**config.mk**
```make
export PLATFORM = sky130hd
export DESIGN_NAME = ibex_instr_mem_responder
export DESIGN_NICKNAME = d
export VERILOG_FILES = /design/src/rtl/ibex_instr_mem_responder.sv
export SDC_FILE = /design/constraint.sdc
export NUM_CORES = 1
export LEC_CHECK = 0
export ABC_AREA = 1
export BUFFER_PORTS_ARGS = -buffer_cell sky130_fd_sc_hd__buf_2
export CORE_MARGIN = 4
export CORE_UTILIZATION = 24
export DETAILED_ROUTE_END_ITERATION = 10
export PLACE_DENSITY_LB_ADDON = 0.3
export SYNTH_ARGS = -nofsm -noshare
export SYNTH_HDL_FRONTEND = slang
export SYNTH_SLANG_ARGS = --single-unit
```
**constraint.sdc**
```tcl
create_clock -name clk_i -period 1.4 [get_ports clk_i]
set_input_delay 0.14 -clock clk_i [delete_from_list [all_inputs] [get_ports clk_i]]
set_output_delay 0.14 -clock clk_i [all_outputs]
set_load 0.02 [all_outputs]
```
**src/rtl/ibex_instr_mem_responder.sv**
```systemverilog
// Memory-side responder for the Ibex instruction fetch port: grants pipelined reads to a
// single-port SRAM and returns in-order responses at a fixed latency. Optional macro:
// IBEX_INSTR_RESP_RANGE_CHECK_EN (out-of-range requests answered with an error, no SRAM access).
module ibex_instr_mem_responder #(
  parameter int unsigned MemWords       = 1024,
  parameter logic [31:0] BaseAddr       = 32'h0000_0000,
  parameter int unsigned Latency        = 1,
  parameter int unsigned MaxOutstanding = 2
) (
  input  logic                        clk_i,
  input  logic                        rst_ni,
  input  logic                        instr_req_i,
  output logic                        instr_gnt_o,
  input  logic [31:0]                 instr_addr_i,
  output logic                        instr_rvalid_o,
  output logic [31:0]                 instr_rdata_o,
  output logic                        instr_err_o,
  input  logic                        stall_i,
  output logic                        mem_req_o,
  output logic [$clog2(MemWords)-1:0] mem_addr_o,
  input  logic [31:0]                 mem_rdata_i,
  output logic                        busy_o
);

  localparam int unsigned AW = $clog2(MemWords);
  localparam int unsigned CW = $clog2(MaxOutstanding + 1);
  localparam logic [CW-1:0] MaxCnt = CW'(MaxOutstanding);

  logic [CW-1:0]      r_cnt;
  logic [Latency-1:0] r_valid;
  logic               w_gnt;
  logic               w_rvalid;
  logic               w_err;
  logic               w_inRange;
  logic [31:0]        w_data;

  assign w_rvalid = r_valid[Latency-1];

  // A slot freed by this cycle's rvalid can be handed out again immediately.
  assign w_gnt = rst_ni & instr_req_i & ~stall_i & ((r_cnt < MaxCnt) | w_rvalid);

`ifdef IBEX_INSTR_RESP_RANGE_CHECK_EN
  localparam logic [32:0] RangeBytes = 33'(MemWords) << 2;

  logic [31:0]        w_offset;
  logic [Latency-1:0] r_err;

  assign w_offset  = instr_addr_i - BaseAddr;
  assign w_inRange = ({1'b0, w_offset} < RangeBytes);
  assign w_err     = r_err[Latency-1];

  always_ff @(posedge clk_i or negedge rst_ni) begin
    if (!rst_ni) begin
      r_err <= '0;
    end else begin
      r_err[0] <= w_gnt & ~w_inRange;
      for (int i = 1; i < Latency; i++) begin
        r_err[i] <= r_err[i-1];
      end
    end
  end
`else
  logic w_unusedAddr;

  assign w_unusedAddr = ^instr_addr_i;
  assign w_inRange    = 1'b1;
  assign w_err        = 1'b0;
`endif

  always_ff @(posedge clk_i or negedge rst_ni) begin
    if (!rst_ni) begin
      r_valid <= '0;
    end else begin
      r_valid[0] <= w_gnt;
      for (int i = 1; i < Latency; i++) begin
        r_valid[i] <= r_valid[i-1];
      end
    end
  end

  // With a single stage the SRAM output is the response; deeper pipelines carry it along.
  if (Latency == 1) begin : g_directData
    assign w_data = mem_rdata_i;
  end else begin : g_regData
    logic [31:0] r_data [Latency-1:1];

    always_ff @(posedge clk_i or negedge rst_ni) begin
      if (!rst_ni) begin
        for (int i = 1; i < Latency; i++) begin
          r_data[i] <= '0;
        end
      end else begin
        if (r_valid[0]) begin
          r_data[1] <= mem_rdata_i;
        end
        for (int i = 2; i < Latency; i++) begin
          if (r_valid[i-1]) begin
            r_data[i] <= r_data[i-1];
          end
        end
      end
    end

    assign w_data = r_data[Latency-1];
  end

  always_ff @(posedge clk_i or negedge rst_ni) begin
    if (!rst_ni) begin
      r_cnt <= '0;
    end else begin
      r_cnt <= r_cnt + CW'(w_gnt) - CW'(w_rvalid);
    end
  end

  assign instr_gnt_o    = w_gnt;
  assign mem_req_o      = w_gnt & w_inRange;
  assign mem_addr_o     = instr_addr_i[AW+1:2];
  assign instr_rvalid_o = w_rvalid;
  assign instr_err_o    = w_rvalid & w_err;
  assign instr_rdata_o  = (w_rvalid & ~w_err) ? w_data : 32'h0;
  assign busy_o         = (r_cnt != '0);

  cntBound : assert property (@(posedge clk_i) disable iff (!rst_ni) r_cnt <= MaxCnt);

endmodule

```
**Word level (Yosys, flattened, before mapping)**

Index checks and enable logic that the tools add are counted.

- Bits in writable memories: 0
- Input bits: 68
- Word-level logic and storage cells: 12
- ROM bits: 0
- Output and inout bits: 47
- Latch bits: 0
- Memories kept: 0
- Register bits after elaboration: 3

- Order comparisons: 1
- Eq/ne operators: 0
- Shift operators: 0
- Add/subtract/negate cells: 2
- Muxes and demuxes: 1
- Div/mod/pow operators: 0
- Bitwise logic cells: 5
- Reductions and logical operators: 1
- Multiply operators: 0

Operators with widths:

| kind | number |
|---|---|
| two-way mux 32 bit | 1 |
| bitwise AND 1 bit | 3 |
| adder 2 x 1 -> 2 bit | 1 |
| less-than comparator 2 bit (second input constant) | 1 |
| nonzero test 2 bit | 1 |
| subtractor 2 x 1 -> 2 bit | 1 |
| inverter 1 bit | 1 |
| OR 1 bit | 1 |

**Depth between registers and ports, before layout**

Gate-level depths: netlist of the first run.

- Depth in word-level cells: 5
- Gate-level depth with buffers: 7
- Gate-level depth less buffers: 7

**Least setup slack after synthesis of the first run**

OpenSTA, ideal clock, no wires.

- Kind: reg-to-reg
- Start: register r_valid, in the netlist instr_rvalid_o
- End: register r_cnt[1]
- Cell stages (with the launch flop): 8
- Setup slack: -0.414 ns
- Buffers on the path: 1
- Arrival time: 1.697 ns
- Cell sequence: dfrtp_1 buf_6 nor2_1 nor3_1 ha_1 inv_1 nand2_1 nand2_1

- Word-level cells in the longest chain between the ends: 4

Ends and longest elaborated chain:

| what | line | RTL |
|---|---|---|
| start: declaration | 30 | `logic [Latency-1:0] r_valid;` |
| start signal: indexed assignment | 76 | `r_valid[i] <= r_valid[i-1];` |
| OR 1 bit | 40 | `assign w_gnt = rst_ni & instr_req_i & ~stall_i & ((r_cnt < MaxCnt) \| w_rvalid);` |
| bitwise AND 1 bit | 40 |  |
| via instr_gnt_o | 13 | `output logic instr_gnt_o,` |
| adder 2 x 1 -> 2 bit | 111 | `r_cnt <= r_cnt + CW'(w_gnt) - CW'(w_rvalid);` |
| subtractor 2 x 1 -> 2 bit | 111 |  |
| end signal: assignment | 111 |  |
| end: declaration | 29 | `logic [CW-1:0] r_cnt;` |

The timed path passes the listed nets, and every way through them passes these cells.

**Final worst setup path of the first run**

- Start: register r_cnt[1]
- End: output instr_gnt_o

- Word-level cells in the longest chain between the ends: 3

Ends and longest elaborated chain:

| what | line |
|---|---|
| less-than comparator 2 bit | 40 |
| OR 1 bit | 40 |
| bitwise AND 1 bit | 40 |
| end: declaration | 13 |

Every way passes these cells.

==> results by group, run 1 <==
STA
  • Setup_tns: 0 ps
  • Total count of hold-check failures in the final report: 0
  • Worst clock skew: 8.51 ps
  • Fmax: around 760 MHz
  • Final setup violation count: 0
  • Period utilization: 0.946
  • Worst setup margin: 75.7 ps
  • Number of pins exceeding their max-slew limit in the final report: 0
  • Crit path time final: 1320 ps

Synth
  • Register bit count reported by yosys: 3
  • Synth unique cells: 13
  • Mapped Nets: 171
  • Combined area of all synthesized cells: 567 sq um
  • Synthesized area per cell: between 5 and 6 sq um
  • Sequential share of the synthesized area: 0.132
  • Synth Warn #: 0
  • Instance count of the mapped netlist: 101

Hold path
  • Source of the worst hold timing path: stall_i
  • Min-Delay Path Class: input port to flip-flop

Setup path
  • Worst setup path class: flip-flop to output pin
  • Maximum fanout along the worst path: 4
  • Reg2Reg Launch Point: r_cnt[1]
  • Critical path startpoint category: flip-flop
  • Data required time at the worst endpoint: 1260 ps
  • Critical Path Start: r_cnt[1]
  • Critical path data arrival time: 1180 ps
  • CP endpoint kind: output pin

Clock network
  • Insertion delay to the later sink of the worst-skew pair: between 200 and 250 ps
  • Clk sink count: 3
  • Clock tree buffer depth: 2
  • TritonCTS buffer count: 3
  • H-tree levels: 1
  • Root cell of the clock tree: clkbuf_4
  • CTS tree: built
  • Clock edge transition at the registers on the reported setup and hold paths: 40 ps

Final layout
  • Number of standard cells in the layout, taps in and fillers out: 192
  • Final net count: around 240
  • Antenna diode count: 0
  • Fraction of final layout cells sized beyond drive strength 1: 0.524
  • Growth of design area from synthesis to finish: 59.8%

Floorplan
  • Standard-cell rows: 17
  • Std-Cell Core Area: 0.00223 sq mm
  • I/O pin count: roughly 120
  • Initial Util: 0.254
  • Area of the die: 0.00320 sq mm
  • DIE WIDTH: 56.6 microns
  • Die Ht: about 57 microns

Place
  • Port Buffers: 71
  • Post-placement cell count: 186
  • RePlAce Congestion: between 0.7 and 0.8
  • DPL Wire Length: 1490 microns
  • Placement-stage worst setup slack: about 160 ps

Detailed routing
  • Number of detailed-routing iterations run before antenna repair: 2
  • Number of DRC markers in iteration 0: 34
  • Average detailed-routed wire length per instance: 8.80 microns
  • Number of nets still failing antenna checks after routing: 0
  • Vias after detailed routing: between 700 and 800
  • Total wirelength of the detailed-routed design: around 1700 microns
  • DRC: 0
  • Detail-routed via count per cell: 3.72

Power
  • Areal power density over the cells: 784 mW/mm^2
  • Leakage: 0.808 nW
  • Power consumption: 0.710 mW
  • Maximum vdd drop: 0.501 mV

Global routing
  • Vias in the first global route: 657
  • Number of antenna violations at the first check in global routing: 0
  • GR Util All Layers: 0.0985
  • Total congestion overflow after global routing: 0
  • Maximum number of pins on one net before global-route repair: 23
  • Wire length of the first global-routing pass: 2610 microns

Run
  • Max-Cap Viols: 0

Status
  • Run status: complete, no violations
==> final timing paths <==
path / slack (ps) / end / cells after the start
max in group asynchronous: 980 / instr_rvalid_o / 2
worst max-delay path: 80 / instr_gnt_o / 4
min in group asynchronous: 260 / r_cnt[1] / 2
worst max register to register: 120 / r_cnt[1] / 8
worst min register to register: 570 / r_cnt[1] / 3
worst min-delay path: 80 / instr_rvalid_o / 2
==> through the flow <==
stage          hold slack [ps]  area [sq um]   util
6_report                  82.0           906  0.406
3_5_place_dp             -49.6           853  0.382
3_3_place_gp             -55.6           853  0.382
5_1_grt                   73.0           906  0.406
4_1_cts                   95.5           892  0.399
2_1_floorplan             -156           599      -
==> synthesized netlist by cell type, drive strengths merged <==
master,instances,area [sq um]
buf,16,151
conb,1,3.75
dfrtp,3,75.1
ha,2,25.0
inv,37,139
nand2,39,159
nand3,1,5.00
nor2,1,3.75
nor3,1,5.00
==> where the power goes <==
part           internal, mW  switching, mW  leakage [nW]
Sequential            0.119         0.0133        0.0361
Clock                 0.107         0.0481        0.0150
Combinational         0.163          0.260         0.757
Total                 0.389          0.321         0.808
==> sequential cells by signal (all words and copies together), names as in the netlist <==
register        cells
r_cnt               2
instr_rvalid_o      1
==> logic make-up after synthesis <==
logic type,share of synthesized area
buf+inv,0.512
flops,0.132
fa+ha+maj,0.0441
simple gates,0.305
other cells,0.00662
==> final cells by class <==
cell class,count,area [sq um]
clock buffers,4,26.3
fillers,238,1330
inverters,37,139
multi-input cells,45,233
flip-flops and latches,3,76.3
well taps,28,35.0
repair buffers,75,397
==> metal layers <==
layer  up-vias  global-route usage  part of all wire
met5         -                   0                 0
met1       291              0.0850              0.31
met3         2              0.0437              0.17
met4         0              0.0373            0.0071
li1        378                   -                 -
met2        44               0.193              0.51
==> critical path: stages, from the launching register on <==
cell,delay [ps]
dfrtp_1,370
inv_1,120
nor2_4,60
nor3_4,220
buf_4,180
==> what timing repair did <==
item                                    4_1_cts  5_1_grt
hold endpoints to repair                      3        0
endpoints found under the setup margin        2        4
hold buffers                                  1        0
resized for setup                             1        2
pin swaps                                     1        1
setup buffers                                 0        1
==> layout by cell type (no fill, tap or decap) <==
master / instances
nor3_4: 1
nand3_1: 1
conb_1: 1
dlygate4sd3_1: 1
dfrtp_1: 2
nor2_4: 1
clkbuf_1: 1
ha_4: 1
dfrtp_2: 1
nand2_2: 5
clkbuf_4: 3
buf_6: 1
nand2_1: 34
buf_2: 69
ha_1: 1
buf_4: 4
inv_1: 37
Note: power is estimated with default switching activity, not from simulation.
==> inputs of run 2 (changes only) <==
==> constraint.sdc (replaced) <==
create_clock -name clk_i -period 1.3 [get_ports clk_i]
set_input_delay 0.13 -clock clk_i [delete_from_list [all_inputs] [get_ports clk_i]]
set_output_delay 0.13 -clock clk_i [all_outputs]
set_load 0.02 [all_outputs]
==> results by group, run 2 (synthesis gave the netlist of run 1 again) <==
Setup path
  • Number of logic stages on the critical path including buffering: 4 (unchanged)
  • Reg2Reg Launch Point: instr_rvalid_o
  • Maximum fanout along the worst path: 11 (+7)
  • Register-to-Register Setup Slack: 90 ps (-30 ps)
  • Critical path data arrival time: 1100 ps (-80 ps)
  • CP endpoint kind: output pin
  • Crit path buffers/inverters: 3 (+1)
  • Kind of cell adding the most delay to the critical path: flip-flops
  • Capturing point of the worst reg2reg path: r_cnt[1]
  • Critical path startpoint category: flip-flop
  • Data required time at the worst endpoint: 1170 ps (-90 ps)
  • Critical path destination: instr_rdata_o[31]
  • Ordered cell list for the critical path: buf_6 -> nand2_1 -> inv_1 -> buf_2
  • Critical Path Start: instr_rvalid_o
  • Slowest cell on the critical path: dfrtp_2
  • Maximum single-stage delay on the critical path: 430 ps (+60 ps)
  • Worst setup path class: flip-flop to output pin
  • Reg2Reg Depth: 6 (-2)

Final layout
  • Fraction of final layout cells sized beyond drive strength 1: 0.537 (+0.0122)
  • Growth of design area from synthesis to finish: 62.5%
  • Number of flip-flops under the largest register name: 2 (unchanged)
  • Leading cell types in the layout, fill and taps excluded: 68 x buf_2, 35 x inv_1, 34 x nand2_1
  • Final net count: 235 (unchanged)
  • Antenna diode count: 0 (unchanged)
  • Core occupancy in the finished layout: 0.412 (+0.00672)
  • Commonest non-fill, non-tap cell in the layout: buf_2
  • Largest Register: r_cnt

Global routing
  • Number of antenna violations at the first check in global routing: 0 (unchanged)
  • Maximum number of pins on one net before global-route repair: 23 (unchanged)
  • Total congestion overflow after global routing: 0 (unchanged)
  • GR Util All Layers: 0.0981 (-0.000471)
  • Vias in the first global route: 659 (+0.30%)
  • Wire length of the first global-routing pass: 2600 microns (-0.27%)

Detailed routing
  • Total wirelength of the detailed-routed design: 1680 microns (-0.41%)
  • Vias after detailed routing: 718 (+0.42%)
  • Number of detailed-routing iterations run before antenna repair: 2 (unchanged)
  • Detail-routed via count per cell: 3.74 (+0.42%)
  • Number of nets still failing antenna checks after routing: 0 (unchanged)
  • DRC: 0 (unchanged)
  • Number of DRC markers in iteration 0: 38 (+12%)
  • Average detailed-routed wire length per instance: 8.77 microns (-0.41%)

Clock network
  • Clock tree buffer depth: 2 (unchanged)
  • Insertion delay to the later sink of the worst-skew pair: 230 ps (about the same)
  • TritonCTS buffer count: 3 (unchanged)
  • Clock edge transition at the registers on the reported setup and hold paths: 40 ps (about the same)
  • Root cell of the clock tree: clkbuf_4
  • CTS tree: built
  • H-tree levels: 1 (unchanged)
  • Clk sink count: 3 (unchanged)

Status
  • Run status: complete, no violations

Power
  • Internal Dissipation: 0.430 mW (+11%)
  • Leakage: 0.809 nW (+0.21%)
  • Flop pwr share: 0.188 (+0.002)
  • Switching Fraction: 0.450 (-0.00249)
  • Maximum vdd drop: 0.554 mV (+11%)
  • Switch Pwr: 0.351 mW (+9.4%)
  • Areal power density over the cells: 848 mW/mm^2 (+8.2%)
  • Part of the total power dissipated in combinational logic: 0.599 (+0.004)
  • Power share of the clock group: 0.213 (-0.005)

STA
  • Hold WS: 219 ps (+137 ps)
  • Number of pins exceeding their max-slew limit in the final report: 0 (unchanged)
  • Total count of hold-check failures in the final report: 0 (unchanged)
  • RSZ-0062 raised after global routing: yes
  • Final setup violation count: 0 (unchanged)
  • Worst setup margin: 71.0 ps (-4.72 ps)
  • Worst clock skew: 8.63 ps (+0.123 ps)
  • Fmax: 814 MHz
  • Period utilization: 0.945
  • Crit path time final: 1230 ps

Floorplan
  • I/O pin count: 115 (unchanged)
  • Standard-cell rows: 17 (unchanged)
  • Area of the die: 0.00320 sq mm (unchanged)
  • Std-Cell Core Area: 0.00223 sq mm (unchanged)
  • Initial Util: 0.254 (unchanged)
  • Die Ht: 56.6 microns (unchanged)
  • DIE WIDTH: 56.6 microns (unchanged)

Place
  • DPL Wire Length: 1490 microns (unchanged)
  • Placement-stage worst setup slack: 58.4 ps (-100 ps)
  • RePlAce Congestion: 0.705 (unchanged)
  • Port Buffers: 71 (unchanged)

Hold path
  • Hold path depth: 3 (+1)
  • Min-Delay Path Class: input port to flip-flop

Run
  • Max-Cap Viols: 0 (unchanged)
==> run 2: layout make-up <==
| type | count | area [sq um] |
|---|---|---|
| fill | 242 | 1310 |
| timing repair buffer | 75 | 412 |
| multi-input combinational | 45 | 233 |
| inverter | 37 | 139 |
| sequential | 3 | 76.3 |
| tap | 28 | 35.0 |
| clock buffer | 4 | 26.3 |
==> run 2: metal layers <==
layer | vias up | share of wire | global-route usage
li1 | 379 | - | -
met4 | 0 | 0.0071 | 0.0373
met3 | 2 | 0.17 | 0.0414
met1 | 293 | 0.30 | 0.0850
met5 | - | 0 | 0
met2 | 44 | 0.52 | 0.193
==> run 2: repair_timing <==
item	4_1_cts	5_1_grt
gates resized for setup	3	6
hold buffers	1	0
hold endpoints to repair	3	0
cloned	0	0
buffers inserted	1	0
pin swaps	1	0
endpoints found under the setup margin	22	25
==> run 2: power by group through the flow <==
stage                     Combinational, mW  Clock [mW]  Sequential (mW)
after floorplan                       0.371           0            0.144
after global placement                0.442           0            0.144
after detailed placement              0.450           0            0.144
after CTS                             0.462       0.176            0.143
after global routing                  0.529       0.187            0.151
final                                 0.468       0.166            0.147
==> run 2: worst register-to-register path, stage by stage (launching register included) <==
cell and delay (ps):
dfrtp_2 450, ha_1 320, inv_2 70, ha_4 130, inv_1 30, nand2_1 50
nand2_1 50
==> run 2: worst min-delay path by stage <==
stage	startpoint	to	slack (ps)
after floorplan	rst_ni	instr_rvalid_o	-170
after global placement	rst_ni	r_cnt[0]	-70
after detailed placement	rst_ni	r_cnt[1]	-60
after CTS	stall_i	instr_rvalid_o	210
after global routing	stall_i	instr_rvalid_o	220
final	stall_i	instr_rvalid_o	220
==> run 2: per-stage QoR <==
stage | total power [mW] | area, sq um | cells | TNS [ps]
3_5_place_dp | 0.595 | 853 | 186 | 0
6_report | 0.781 | 921 | 192 | 0
5_1_grt | 0.867 | 921 | 192 | -4.68
4_1_cts | 0.781 | 906 | 192 | 0
3_3_place_gp | 0.585 | 853 | 186 | 0
2_1_floorplan | 0.515 | 599 | 101 | -152
==> inputs of run 3 (changes only) <==
--- a/config.mk
+++ b/config.mk
@@ -10,7 +10,7 @@
 export CORE_MARGIN = 4
 export CORE_UTILIZATION = 24
 export DETAILED_ROUTE_END_ITERATION = 10
-export PLACE_DENSITY_LB_ADDON = 0.3
+export PLACE_DENSITY_LB_ADDON = 0.05
 export SYNTH_ARGS = -nofsm -noshare
 export SYNTH_HDL_FRONTEND = slang
 export SYNTH_SLANG_ARGS = --single-unit
==> results by group, run 3 (synthesis gave the netlist of run 1 again) <==
Setup path
  • Maximum fanout along the worst path: 4 (-7)
  • Critical path startpoint category: flip-flop
  • Reg2Reg Launch Point: instr_rvalid_o
  • Ordered cell list for the critical path: ha_1 -> inv_1 -> ha_4 -> inv_1 -> nand2_1 -> nand2_1
  • Worst setup path class: flip-flop to flip-flop
  • Maximum single-stage delay on the critical path: 460 ps (+30 ps)
  • Critical path destination: r_cnt[1]
  • Data required time at the worst endpoint: 1420 ps (+250 ps)
  • Capturing point of the worst reg2reg path: r_cnt[1]
  • Reg2Reg Depth: 6 (unchanged)
  • CP endpoint kind: flip-flop
  • Register-to-Register Setup Slack: 70 ps (-20 ps)
  • Critical path data arrival time: 1350 ps (+250 ps)
  • Critical Path Start: instr_rvalid_o
  • Slowest cell on the critical path: dfrtp_2

STA
  • Period utilization: 0.945 (about the same)
  • Final setup violation count: 0 (unchanged)
  • Number of pins exceeding their max-slew limit in the final report: 0 (unchanged)
  • Fmax: 814 MHz (about the same)
  • Total count of hold-check failures in the final report: 0 (unchanged)
  • Crit path time final: 1230 ps (-0.455 ps)
  • Worst clock skew: 2.78 ps (-5.85 ps)
  • RSZ-0062 raised after global routing: yes

Detailed routing
  • Number of nets still failing antenna checks after routing: 0 (unchanged)
  • Detail-routed via count per cell: 3.72 (-0.56%)
  • Total wirelength of the detailed-routed design: 1560 microns (-7.1%)
  • Number of DRC markers in iteration 0: 34 (-11%)
  • DRC: 0 (unchanged)
  • Number of detailed-routing iterations run before antenna repair: 4 (+2)
  • Vias after detailed routing: 714 (-0.56%)
  • Average detailed-routed wire length per instance: 8.15 microns (-7.1%)

Global routing
  • Routing layer with the top usage in global route: met2
  • GR Util All Layers: 0.0962 (-0.00184)
  • Met2 track demand over resource in global routing: 0.186 (-0.00660)
  • Met3 Resource Use GR: 0.0368 (-0.00460)
  • Maximum number of pins on one net before global-route repair: 18 (-22%)
  • Wire length of the first global-routing pass: 2620 microns (+0.54%)
  • Global routing met1 resource utilization: 0.0907 (+0.00561)
  • Vias in the first global route: 609 (-7.6%)
  • Total congestion overflow after global routing: 0 (unchanged)
  • Number of antenna violations at the first check in global routing: 0 (unchanged)

Clock network
  • Clock edge transition at the registers on the reported setup and hold paths: 40 ps (about the same)
  • H-tree levels: 1 (unchanged)
  • Insertion delay to the later sink of the worst-skew pair: 230 ps (about the same)
  • Root cell of the clock tree: clkbuf_4
  • Clk sink count: 3 (unchanged)
  • Clock tree buffer depth: 2 (unchanged)
  • TritonCTS buffer count: 3 (unchanged)
  • CTS tree: built

Place
  • Port Buffers: 71 (unchanged)
  • Post-placement cell count: 186 (unchanged)
  • RePlAce Congestion: 0.675 (-4.2%)
  • DPL Wire Length: 1370 microns (-7.8%)
  • Placement-stage cell area: 853 sq um (unchanged)

Final layout
  • Final std cell area, no fill: 937 sq um (+1.8%)
  • Final net count: 235 (unchanged)
  • Leading cell types in the layout, fill and taps excluded: 63 x buf_2, 36 x inv_1, 34 x nand2_1
  • Multi-input combinational cell area: 233 sq um (unchanged)
  • Antenna diode count: 0 (unchanged)
  • Core occupancy in the finished layout: 0.420 (+0.00728)
  • Number of flip-flops under the largest register name: 2 (unchanged)
  • # fillers: 248 (+2.5%)
  • Largest Register: r_cnt
  • Commonest non-fill, non-tap cell in the layout: buf_2
  • Number of standard cells in the layout, taps in and fillers out: 192 (unchanged)
  • Fraction of final layout cells sized beyond drive strength 1: 0.530 (-0.00610)
  • Sequential standard cell area: 76.3 sq um (unchanged)
  • Growth of design area from synthesis to finish: 65.3%

Run
  • Max-Cap Viols: 0 (unchanged)

Floorplan
  • Area of the die: 0.00320 sq mm (unchanged)
  • Initial Util: 0.254 (unchanged)
  • DIE WIDTH: 56.6 microns (unchanged)
  • Std-Cell Core Area: 0.00223 sq mm (unchanged)
  • Standard-cell rows: 17 (unchanged)
  • Die Ht: 56.6 microns (unchanged)
  • I/O pin count: 115 (unchanged)

Hold path
  • Min-Delay Path Class: input port to flip-flop

Status
  • Run status: complete, no violations

Power
  • Maximum vdd drop: 0.661 mV (+19%)
  • Power consumption: 0.773 mW (-1.1%)
  • Leakage: 0.811 nW (+0.24%)
  • Areal power density over the cells: 825 mW/mm^2 (-2.8%)
-- run 3: layout make-up --
type | count | share of cell area
clock buffer | 4 | 0.0280
inverter | 37 | 0.148
multi-input combinational | 45 | 0.248
sequential | 3 | 0.0814
tap | 28 | 0.0374
timing repair buffer | 75 | 0.457
-- run 3: report_power, final --
part           internal (mW)  switching [mW]
logic                  0.191           0.274
registers              0.128          0.0200
clock network          0.115          0.0446
total                  0.434           0.339
-- run 3: repair_timing --
action                                  4_1_cts  5_1_grt
pin swaps                                     1        0
hold buffers                                  1        0
setup buffers                                 1        0
resized for setup                             3       11
hold endpoints to repair                      3        0
endpoints found under the setup margin        4       29
-- run 3: worst max-delay path: cells and delay by family, from the launching register on --
kind	cells	cell delay (ps)
simple gates	2	100
flops	1	460
buf+inv	2	120
fa+ha+maj	2	450
-- run 3: worst min path at each step --
stage / endpoint / slack (ps) / from / cells past startpoint
after detailed placement: r_cnt[1] / -70 / rst_ni / 1
after global placement: r_cnt[1] / -70 / rst_ni / 1
after floorplan: instr_rvalid_o / -170 / rst_ni / 0
after global routing: instr_rvalid_o / 230 / stall_i / 3
final: instr_rvalid_o / 230 / stall_i / 3
after CTS: instr_rvalid_o / 210 / stall_i / 3
-- run 3: per-layer routing --
layer,vias to the layer above,routed length (microns)
li1,379,-
met1,286,426
met2,49,845
met3,0,292
met4,0,0
met5,-,0
-- run 3: through the flow --
step | setup TNS [ps] | hold WS, ps | setup slack (ps)
6_report | 0 | 225 | 71.4
5_1_grt | -35.7 | 227 | -10.4
4_1_cts | 0 | 213 | 11.7
3_5_place_dp | 0 | -66.1 | 80.9
3_3_place_gp | 0 | -65.1 | 76.5
2_1_floorplan | -152 | -166 | -85.3
